[src/rtl/data_dewhiting_pkg.sv]
// Shared PN9 whitening definitions: FSM encodings, default seed/header length
// and the PN9 feedback taps, used by both the whitening and de-whitening blocks.
package data_dewhiting_pkg;

  localparam int unsigned HDR_PAD_CYCLES = 80;
  localparam logic [8:0]  PN9_SEED       = 9'h001;

  localparam int unsigned PN9_TAP_A = 5;
  localparam int unsigned PN9_TAP_B = 0;

  typedef enum logic [1:0] {
    WAITING       = 2'd0,
    PADDING       = 2'd1,
    DECODING      = 2'd2,
    RIGHT_PADDING = 2'd3
  } dw_state_e;

  // Right-shifting PN9: feedback enters at bit 8.
  function automatic logic [8:0] pn9_next(input logic [8:0] r);
    return {r[PN9_TAP_A] ^ r[PN9_TAP_B], r[8:1]};
  endfunction

endpackage

[src/rtl/data_dewhiting_pn9_lfsr.sv]
// PN9 sequence register: reseeds on reset or load_seed, otherwise advances on step.
module pn9_lfsr
  import data_dewhiting_pkg::*;
#(
  parameter logic [8:0] SEED = PN9_SEED
) (
  input  logic       clk,
  input  logic       reset,
  input  logic       load_seed,
  input  logic       step,
  output logic [8:0] state
);

  always_ff @(posedge clk) begin
    if (reset || load_seed) begin
      state <= SEED;
    end else if (step) begin
      state <= pn9_next(state);
    end
  end

endmodule

[src/rtl/data_dewhiting.sv]
// Frame de-whitener: passes an un-whitened header through, then XORs each
// received byte with the PN9 keystream until the closing delimiter.
module data_dewhiting
  import data_dewhiting_pkg::*;
#(
  parameter int unsigned PAD_CYCLES  = HDR_PAD_CYCLES,
  parameter logic [8:0]  RANDOM_INIT = PN9_SEED
) (
  input  logic       clk,
  input  logic       reset,
  input  logic [7:0] din,
  input  logic       indicator,
  output logic [7:0] dout,
  output logic       dout_valid,
  output logic       next_indicator
);

  localparam logic [6:0] PAD_LAST = 7'(PAD_CYCLES - 1);

  dw_state_e   state_q, state_d;
  logic [6:0]  count_q, count_d;
  logic [7:0]  dout_p1, dout_d;
  logic        vld_p1, vld_d;
  logic        load_seed, step;
  logic [8:0]  lfsr;
  logic        lfsr_msb_unused;
  logic        slot_end;

  assign slot_end        = (count_q[2:0] == 3'd7);
  assign lfsr_msb_unused = lfsr[8];

  pn9_lfsr #(
    .SEED (RANDOM_INIT)
  ) u_pn9 (
    .clk       (clk),
    .reset     (reset),
    .load_seed (load_seed),
    .step      (step),
    .state     (lfsr)
  );

  always_comb begin
    state_d        = state_q;
    count_d        = count_q;
    dout_d         = dout_p1;
    vld_d          = 1'b0;
    load_seed      = 1'b0;
    step           = 1'b0;
    next_indicator = 1'b0;

    case (state_q)
      WAITING: begin
        load_seed = 1'b1;
        count_d   = '0;
        dout_d    = '0;
        if (indicator) begin
          state_d        = PADDING;
          next_indicator = 1'b1;
        end
      end

      PADDING: begin
        count_d = count_q + 7'd1;
        if (slot_end) begin
          dout_d = din;
          vld_d  = 1'b1;
        end
        // The keystream starts one step past the seed on entry to DECODING.
        if (count_q == PAD_LAST) begin
          state_d = DECODING;
          count_d = '0;
          step    = 1'b1;
        end else begin
          load_seed = 1'b1;
        end
      end

      DECODING: begin
        step    = 1'b1;
        count_d = count_q + 7'd1;
        if (slot_end) begin
          dout_d = din ^ lfsr[7:0];
          vld_d  = 1'b1;
        end
        if (indicator) begin
          state_d = RIGHT_PADDING;
          count_d = '0;
        end
      end

      RIGHT_PADDING: begin
        step    = 1'b1;
        count_d = count_q + 7'd1;
        if (count_q == 7'd7) begin
          state_d        = WAITING;
          count_d        = '0;
          dout_d         = '0;
          load_seed      = 1'b1;
          step           = 1'b0;
          next_indicator = 1'b1;
        end
      end

      default: begin
        state_d   = WAITING;
        count_d   = '0;
        dout_d    = '0;
        load_seed = 1'b1;
      end
    endcase

    if (reset) next_indicator = 1'b0;
  end

  // Output register stage
  always_ff @(posedge clk) begin
    if (reset) begin
      state_q <= WAITING;
      count_q <= '0;
      dout_p1 <= '0;
      vld_p1  <= 1'b0;
    end else begin
      state_q <= state_d;
      count_q <= count_d;
      dout_p1 <= dout_d;
      vld_p1  <= vld_d;
    end
  end

  assign dout       = dout_p1;
  assign dout_valid = vld_p1;

endmodule

[config.mk]
export PLATFORM = sky130hd
export DESIGN_NAME = data_dewhiting
export DESIGN_NICKNAME = d
export VERILOG_FILES = /design/src/rtl/data_dewhiting_pkg.sv /design/src/rtl/data_dewhiting_pn9_lfsr.sv /design/src/rtl/data_dewhiting.sv
export SDC_FILE = /design/constraint.sdc
export NUM_CORES = 1
export LEC_CHECK = 0
export CAP_MARGIN = 20
export CORE_MARGIN = 4
export CORE_UTILIZATION = 54
export CTS_BUF_LIST = sky130_fd_sc_hd__clkbuf_16
export CTS_CLUSTER_DIAMETER = 80
export DETAILED_ROUTE_END_ITERATION = 7
export GPL_TIMING_DRIVEN = 0
export PLACE_DENSITY = 0.78
export SYNTH_ARGS = -nofsm -noshare
export SYNTH_HDL_FRONTEND = slang
export SYNTH_SLANG_ARGS = --single-unit
[constraint.sdc]
create_clock -name clk -period 2.21 [get_ports clk]
set_clock_uncertainty 0.15 [all_clocks]
set_input_delay 0.442 -clock clk [delete_from_list [all_inputs] [get_ports clk]]
set_output_delay 0.442 -clock clk [all_outputs]
set_load 0.02 [all_outputs]
==> flow_summary.json <==
{
  "final_util": 0.687,
  "cp_max_fo": 6,
  "wl_met3_um": 225,
  "core_sq_mm": 0.00278,
  "ioPinCount": 21,
  "synthArstFlopShare": 0,
  "crit_start": "count_q[4]",
  "n_antenna_cell": 0,
  "min_path_type": "reg -> reg",
  "worstSkewPairLatency_ns": 0.26,
  "synthFlopType": "dfxtp_1",
  "route.detailed.wl_per_inst_um": 15.7,
  "syn_nets": 202,
  "cts.sinks": 27,
  "hold_viol_final": 0,
  "p_clk_frac": 0.233,
  "max_freq_mhz": 436,
  "dp_hpwl_um": 2720,
  "reg2reg_from": "count_q[4]",
  "synth_cell_type_count": 38,
  "drive_above_1_share": 0.111,
  "syn_inst": 184,
  "gp_congestion": 0.851,
  "post-route-min-period_ns": 2.30,
  "overflow": 0,
  "htree_levels": 1,
  "ys_seq_elements": 27,
  "p_leak_nw": 0.681,
  "ant_nets": 0,
  "layout_commonest_cell": "dfxtp_1",
  "drt_first_pass_iters": 4,
  "grt_use_total": 0.220,
  "total_power_mw": 1.75,
  "dr_total_vias": 1423,
  "min_from": "count_q[0]",
  "synth_area_sq_mm": 0.00158,
  "synth_area_per_cell_sq_um": 8.59,
  "top_layer_used": "met4",
  "cp.arrival_ns": 1.70,
  "relSlewSlack": 0.687,
  "yosysWarnings": 0,
  "path_clk_slew_ns": 0.06,
  "fp.dieH_um": 62.1,
  "min_path_cells": 1,
  "drt-met1-wl_um": 1600,
  "switching_share": 0.391,
  "fin_nets": 226,
  "powerDensity_mw_per_mm2": 917,
  "cts_buffers": 3,
  "synth_edf_count": 0,
  "dieArea_sq_mm": 0.00386,
  "cts_root_buffer": "clkbuf_16",
  "die_x_um": 62.1,
  "grt_max_degree": 15,
  "dp_cells": 235,
  "timing.final.crit_share": 1.04,
  "ir_drop_mv": 0.767,
  "seq_area_frac_synth": 0.342,
  "drv_slew": 0,
  "cp.required_ns": 1.62,
  "route.met2.wl_um": 1860,
  "status": "complete, but fails checks",
  "worst_slew_pin_slew_ns": 0.469,
  "stdcell_count": 238,
  "floorplan.initialDensity": 0.568,
  "maxCapViolations": 0,
  "netSwitchingPower_mw": 0.685,
  "end_kind": "output pin",
  "drtIter0Drc": 121,
  "setup_slack_ns": -0.0851,
  "multiInputGateArea_sq_um": 963,
  "setup_viol": 1,
  "fillers": 219,
  "clock_path_buffers": 2,
  "combPwrFrac": 0.450,
  "via_per_inst": 5.98,
  "ctsHoldBuffers": 0,
  "antenna_found_initial": 0,
  "rsz0062_at_grt": "yes",
  "cts_tree": "built",
  "drc_errors": 0,
  "rr_worst_depth": 6,
  "grt_pass1_vias": 1445,
  "port_buffers": 20,
  "pwr-share-seq": 0.316,
  "layout_common_cells": "dfxtp_1 (26), clkdlybuf4s50_1 (19), nor2_1 (18), o21ai_0 (15), nand2_1 (12)",
  "yosysTopAreaCellShare": 0.342,
  "synth.area.top_cells": "dfxtp_1 (34%), ha_1 (5.5%), xor2_1 (5.0%)",
  "violations": "setup timing",
  "synth_top_cell_by_area": "dfxtp_1",
  "critPathLaunchType": "flip-flop",
  "ff_latch_area_sq_um": 542,
  "grt_pass1_wl_um": 6350,
  "routed_wl_um": 3730,
  "area_delta_synth_final_pct": 20.9,
  "p_int_mw": 1.07,
  "rows": 19,
  "critical_path_class": "reg -> out"
}
routing by layer:
layer  vias to the layer above  track usage
met5                         -            0
li1                        703            -
met2                        45        0.352
met4                         0        0.109
met1                       669        0.284
met3                         6       0.0351
state kept, by name, summed over array words and instances (netlist names):
register	flops
u_pn9.state	9
state_q	2
dout_valid	1
dout	8
count_q	7
kinds of logic after synthesis:
group,after synthesis,share of synthesized area
buffers and inverters,19,0.0570
AOI/OAI and AO/OA,51,0.237
muxes,2,0.0127
and+or+nand+nor,67,0.235
DFF,27,0.342
xor gates and xnor gates,11,0.0610
adders and majority gates,7,0.0554
synthesized netlist by cell type, types with 6 or more instances:
library cell  count
nor2b_1           8
nand4_1           6
clkbuf_1          7
nand2_1          12
ha_1              7
xor2_1            9
nand4b_1          7
a22o_1            6
dfxtp_1          27
a31oi_1           7
nor2_1           18
a21oi_1           9
o21ai_0          15
nand2b_1          6
inv_1             7
critical path: stages, from the launching register on:
cell,delay (ns)
dfxtp_2,0.35
or4_4,0.57
nor3_4,0.15
a21oi_1,0.06
nor3_1,0.12
buf_2,0.19
cell type report:
| type | count | share of cell area |
|---|---|---|
| Tap cell | 31 | 0.0203 |
| Timing Repair Buffer | 21 | 0.106 |
| Multi-Input combinational cell | 138 | 0.504 |
| Clock buffer | 3 | 0.0393 |
| Clock inverter | 1 | 0.00196 |
| Inverter | 7 | 0.0138 |
| Sequential cell | 27 | 0.284 |
| Buffer | 10 | 0.0308 |
metrics by stage:
step / setup slack [ns] / hold slack (ns) / TNS (ns) / instance area [sq um]
finish: -0.0851 / 0.304 / -0.0851 / 1910
floorplan: 0.0268 / 0.263 / 0 / 1580
global route: -0.152 / 0.327 / -0.152 / 1910
CTS: -0.103 / 0.306 / -0.103 / 1910
detailed placement: -0.417 / 0.297 / -0.423 / 1820
global placement: -0.427 / 0.275 / -0.427 / 1820
power groups by stage:
stage          Clock (mW)  Combinational (mW)  Sequential (mW)
6_report            0.409               0.789            0.554
5_1_grt             0.438               0.872            0.560
3_3_place_gp            0               0.756            0.562
4_1_cts             0.413               0.780            0.554
2_1_floorplan           0               0.549            0.582
3_5_place_dp            0               0.777            0.566
final timing paths:
| check | slack (ns) | to |
|---|---|---|
| max | -0.09 | next_indicator |
| min | 0.30 | count_q[0] |
| max reg2reg | 0.13 | u_pn9.state[1] |
| min reg2reg | 0.30 | count_q[0] |
timing repair:
action                                  in CTS  in global routing
endpoints found under the setup margin       2                  4
pin swaps                                    1                  0
setup buffers                                1                  0
gates resized for setup                      8                  5
(Power assumes the default switching activity.)
